`config.mk`:
```
export PLATFORM = sky130hd
export DESIGN_NAME = shift_register_seq
export DESIGN_NICKNAME = d
export VERILOG_FILES = /design/src/rtl/shift_register_seq_pkg.sv /design/src/rtl/shift_register_seq_shift_step.sv /design/src/rtl/shift_register_seq.sv
export SDC_FILE = /design/constraint.sdc
export NUM_CORES = 1
export LEC_CHECK = 0
export ABC_AREA = 1
export CAP_MARGIN = 25
export CORE_MARGIN = 5
export CORE_UTILIZATION = 26
export CTS_BUF_LIST = sky130_fd_sc_hd__clkbuf_8
export CTS_CLUSTER_DIAMETER = 120
export DETAILED_ROUTE_END_ITERATION = 7
export PLACE_DENSITY = 0.5
export SLEW_MARGIN = 40
export SYNTH_ARGS = -nofsm -noshare
export SYNTH_HDL_FRONTEND = slang
export SYNTH_HIERARCHICAL = 1
export SYNTH_SLANG_ARGS = --single-unit
```
`constraint.sdc`:
```
create_clock -name CLK -period 1.34 [get_ports CLK]
set_input_delay 0.268 -clock CLK [delete_from_list [all_inputs] [get_ports CLK]]
set_output_delay 0.268 -clock CLK [all_outputs]
set_load 0.03 [all_outputs]
```
`src/rtl/shift_register_seq_pkg.sv`:
```
// Shared types for the sequenced shift register.
// Shift modes and FSM states used by the top level and the shift step.
package shift_pkg;

    typedef enum logic [1:0] {
        SRL = 2'b00,
        SLL = 2'b01,
        SRA = 2'b10,
        ROR = 2'b11
    } shift_mode_t;

    typedef enum logic [1:0] {
        IDLE  = 2'b00,
        SHIFT = 2'b01,
        DONE  = 2'b10
    } state_t;

endpackage

```
`src/rtl/shift_register_seq_shift_step.sv`:
```
// One combinational shift step for a WIDTH-bit word.
// Also reports the bit the selected mode shifts out.
module shift_step
    import shift_pkg::*;
#(
    parameter int WIDTH = 8
) (
    input  logic [WIDTH-1:0] d,
    input  shift_mode_t      mode,
    input  logic             shift_in,
    output logic [WIDTH-1:0] next_d,
    output logic             shift_out
);

    always_comb begin
        next_d = d;
        unique case (mode)
            SRL:     next_d = {shift_in, d[WIDTH-1:1]};
            SLL:     next_d = {d[WIDTH-2:0], shift_in};
            SRA:     next_d = {d[WIDTH-1], d[WIDTH-1:1]};
            ROR:     next_d = {d[0], d[WIDTH-1:1]};
            default: next_d = d;
        endcase
    end

    assign shift_out = (mode == SLL) ? d[WIDTH-1] : d[0];

endmodule

```
`src/rtl/shift_register_seq.sv`:
```
// WIDTH-bit shift register with load, single shift and a
// self-counting multi-shift sequencer that pulses Done when finished.
module shift_register_seq
    import shift_pkg::*;
#(
    parameter int WIDTH = 8,
    parameter int CNT_W = $clog2(WIDTH + 1)
) (
    input  logic             CLK,
    input  logic             Reset,
    input  logic             Load,
    input  logic [WIDTH-1:0] Data_In,
    input  logic             Shift_Enable,
    input  logic             Start,
    input  logic [CNT_W-1:0] Count,
    input  logic [1:0]       Mode,
    input  logic             Shift_In,
    output logic [WIDTH-1:0] Data_Out,
    output logic             Shift_Out,
    output logic             Busy,
    output logic             Done
);

    state_t           state_q, state_d;
    logic [WIDTH-1:0] data_q, data_d;
    logic [CNT_W-1:0] rem_q, rem_d;
    shift_mode_t      mode_q, mode_d;

    shift_mode_t      eff_mode;
    logic [WIDTH-1:0] step_d;
    logic             step_out;

    // A running sequence must not see Mode changes on the port.
    assign eff_mode = (state_q == SHIFT) ? mode_q : shift_mode_t'(Mode);

    shift_step #(
        .WIDTH(WIDTH)
    ) u_step (
        .d        (data_q),
        .mode     (eff_mode),
        .shift_in (Shift_In),
        .next_d   (step_d),
        .shift_out(step_out)
    );

    always_comb begin
        state_d = state_q;
        data_d  = data_q;
        rem_d   = rem_q;
        mode_d  = mode_q;
        unique case (state_q)
            IDLE: begin
                if (Load) begin
                    data_d = Data_In;
                end else if (Start) begin
                    if (Count != '0) begin
                        mode_d  = shift_mode_t'(Mode);
                        rem_d   = Count;
                        state_d = SHIFT;
                    end else begin
                        state_d = DONE;
                    end
                end else if (Shift_Enable) begin
                    data_d = step_d;
                end
            end
            SHIFT: begin
                data_d = step_d;
                rem_d  = rem_q - CNT_W'(1);
                if (rem_q == CNT_W'(1)) begin
                    state_d = DONE;
                end
            end
            DONE: begin
                state_d = IDLE;
            end
            default: begin
                state_d = IDLE;
            end
        endcase
    end

    always_ff @(posedge CLK) begin
        if (Reset) begin
            state_q <= IDLE;
            data_q  <= '0;
            rem_q   <= '0;
            mode_q  <= SRL;
        end else begin
            state_q <= state_d;
            data_q  <= data_d;
            rem_q   <= rem_d;
            mode_q  <= mode_d;
        end
    end

    assign Data_Out  = data_q;
    assign Shift_Out = step_out;
    assign Busy      = (state_q == SHIFT);
    assign Done      = (state_q == DONE);

endmodule
```
==> flow_summary.json <==
{
  "ys_seq_area_share_pct": 29.1,
  "path_class": "in -> out",
  "utilization_pct": 43.4,
  "wl_per_cell_um": 11.0,
  "yosysTopAreaCell": "dfxtp_1",
  "netlist_area_mm2": 0.00110,
  "fin_ws_ns": -0.241,
  "rows": 23,
  "drv_slew": 0,
  "synth_cells": 178,
  "synth_enable_flop_cells": 0,
  "finalHoldViolCount": 0,
  "grt_pass1_vias": 1204,
  "fin_skew_ns": 0.00284,
  "ys_ff_latch": 16,
  "root_buffer": "clkbuf_8",
  "slew-limit-headroom_pct": 80.0,
  "core-area_mm2": 0.00406,
  "synth_area_leaders": "dfxtp_1 29%, nand2_1 19%, nor2_1 9.6%",
  "synth_common_cells": "56 x nand2_1, 28 x nor2_1, 18 x nand3_1",
  "critical_path.max_fanout": 4,
  "post-route-min-period_ns": 1.58,
  "antenna_found_initial": 0,
  "io_pins": 31,
  "synth.distinct_cells": 24,
  "worstPathArrival_ns": 1.31,
  "startpoint_type": "input pin",
  "grt_overflow": 0,
  "max-cap-violations": 0,
  "postRouteAntennaNets": 0,
  "htree_levels": 1,
  "post_drt_via_cell_ratio": 4.45,
  "ys.flop_type": "dfxtp_1",
  "hold-worst-slack_ns": 0.480,
  "status": "complete, but fails checks",
  "clock_path_buffers": 2,
  "cp.required_ns": 1.07,
  "drtIter0Drc": 63,
  "vias": 1260,
  "drc": 0,
  "cp-end-kind": "primary output",
  "slowest_stage": "clkdlybuf4s50_1",
  "die_w_um": 75.0,
  "wirelength_um": 3120,
  "placed_cell_area_mm2": 0.00160,
  "fill_cells": 426,
  "crit_top_cell": "nand2_4",
  "num-nets-final": 256,
  "slowest_delay_ns": 0.53,
  "timing.final.crit_share_pct": 118,
  "grt_max_degree": 20,
  "synth.most_common_cell": "nand2_1",
  "power_mw": 3.16,
  "cts_buffers": 3,
  "start_util_pct": 27.1,
  "holdCritPathClass": "reg -> reg",
  "cts.sinks": 16,
  "grt_use_total_pct": 12.5,
  "power_density_mw_per_mm2": 1800,
  "drive_gt1_share_pct": 27.9,
  "clk_pin_slew_ns": 0.07,
  "yosys_warnings": 6,
  "violations": "negative setup slack",
  "dr.pass1.iters": 4,
  "dieArea_mm2": 0.00563,
  "fmax_mhz": 632,
  "grt_pass1_wl_um": 5460,
  "worstPathCellList": "clkdlybuf4s50_1, nand2_4, nand2_4, inv_4, nand2_8, nand2_2, o21ai_4, buf_6",
  "die_y_um": 75.0,
  "p_leak_nw": 0.843,
  "holdBufCountCts": 0,
  "cts_tree": "done",
  "port-buffer-count": 30,
  "setup-violations-final": 10,
  "worst_pin_slew_ns": 0.302,
  "syn_nets": 200,
  "final_area_mm2": 0.00176,
  "synth.top_cell.area_share_pct": 29.1,
  "clk_latency_ns": 0.25,
  "diodes": 0,
  "ir_drop_mv": 0.660,
  "rsz0062_at_grt": "yes",
  "syn2layout_area_growth_pct": 60.0,
  "gp_congestion": 0.804,
  "ys_async_sr_fraction_pct": 0,
  "postSynthAreaPerCell_um2": 6.18,
  "hpwl_um": 2460
}
state kept, by name, indices dropped and copies added (netlist names):
name and cells:
Data_Out 8, mode_q 2, state_q 2, rem_q 4
placed cells by master (no fill, tap or decap), drive strengths merged, types with 2 or more instances in the layout:
| cell | netlist | final |
|---|---|---|
| clkdlybuf4s15 | 0 | 2 |
| ha | 2 | 2 |
| or2 | 2 | 2 |
| nand2 | 62 | 62 |
| clkbuf | 0 | 4 |
| clkdlybuf4s50 | 0 | 19 |
| nor2 | 30 | 30 |
| o21ai | 18 | 18 |
| inv | 18 | 18 |
| dfxtp | 16 | 16 |
| nand3 | 20 | 20 |
| buf | 4 | 33 |
| a21oi | 4 | 4 |
layout make-up:
type                       count  area [µm²]  share of cell area [%]
sequential                    16         323                    18.3
inverter                      18        80.1                    4.55
tap                           50        62.6                    3.56
clock buffer                   4        55.1                    3.13
timing repair buffer          55         498                    28.3
multi-input combinational    140         741                    42.1
kinds of logic (layout without fill, tap and decap cells):
family / count (synthesis) / in the layout / synth area share [%]
adders and majority gates: 2 / 2 / 2.27
AOI/OAI and AO/OA: 23 / 23 / 10.7
buffers and inverters: 22 / 77 / 9.90
DFF: 16 / 16 / 29.1
and+or+nand+nor: 115 / 115 / 48.0
metrics by stage:
step | setup slack (ns) | setup TNS, ns | cells
detailed placement | -0.359 | -3.11 | 272
CTS | -0.255 | -1.23 | 282
global route | -0.373 | -2.41 | 283
floorplan | -0.0610 | -0.0825 | 178
global placement | -0.339 | -3.24 | 272
finish | -0.241 | -1.04 | 283
what timing repair did:
item / 4_1_cts / 5_1_grt
endpoints found under the hold margin: 0 / 0
resized for setup: 17 / 9
setup buffers: 7 / 1
pin swaps: 16 / 14
endpoints found under the setup margin: 13 / 13
worst max-delay path, delay by kind of cell:
family	cells	cell delay, ns
AOI/OAI and AO/OA	1	0.06
buffers and inverters	3	0.72
and+or+nand+nor	4	0.27
where the power goes:
group          internal [mW]  switching (mW)
clock                  0.261           0.189
combinational          0.836            1.11
sequential             0.632           0.132
layer usage:
layer	vias to the layer above	share of wire (%)	wire length, µm	global-route usage (%)
li1	674	-	-	-
met3	4	5.2	161	2.27
met1	552	52	1620	18.3
met5	-	0	0	0
met4	0	1.4	44	4.74
met2	30	41	1290	18.2
path summary, 6_finish.rpt:
kind	cells after the start	start	slack (ns)	to
setup / recovery	8	Mode[1]	-0.24	Shift_Out
hold / removal	2	mode_q[0]	0.48	mode_q[0]
setup reg to reg	14	state_q[1]	-0.18	Data_Out[0]
hold reg to reg	2	mode_q[0]	0.48	mode_q[0]
Power figures use the tool's default switching activity.
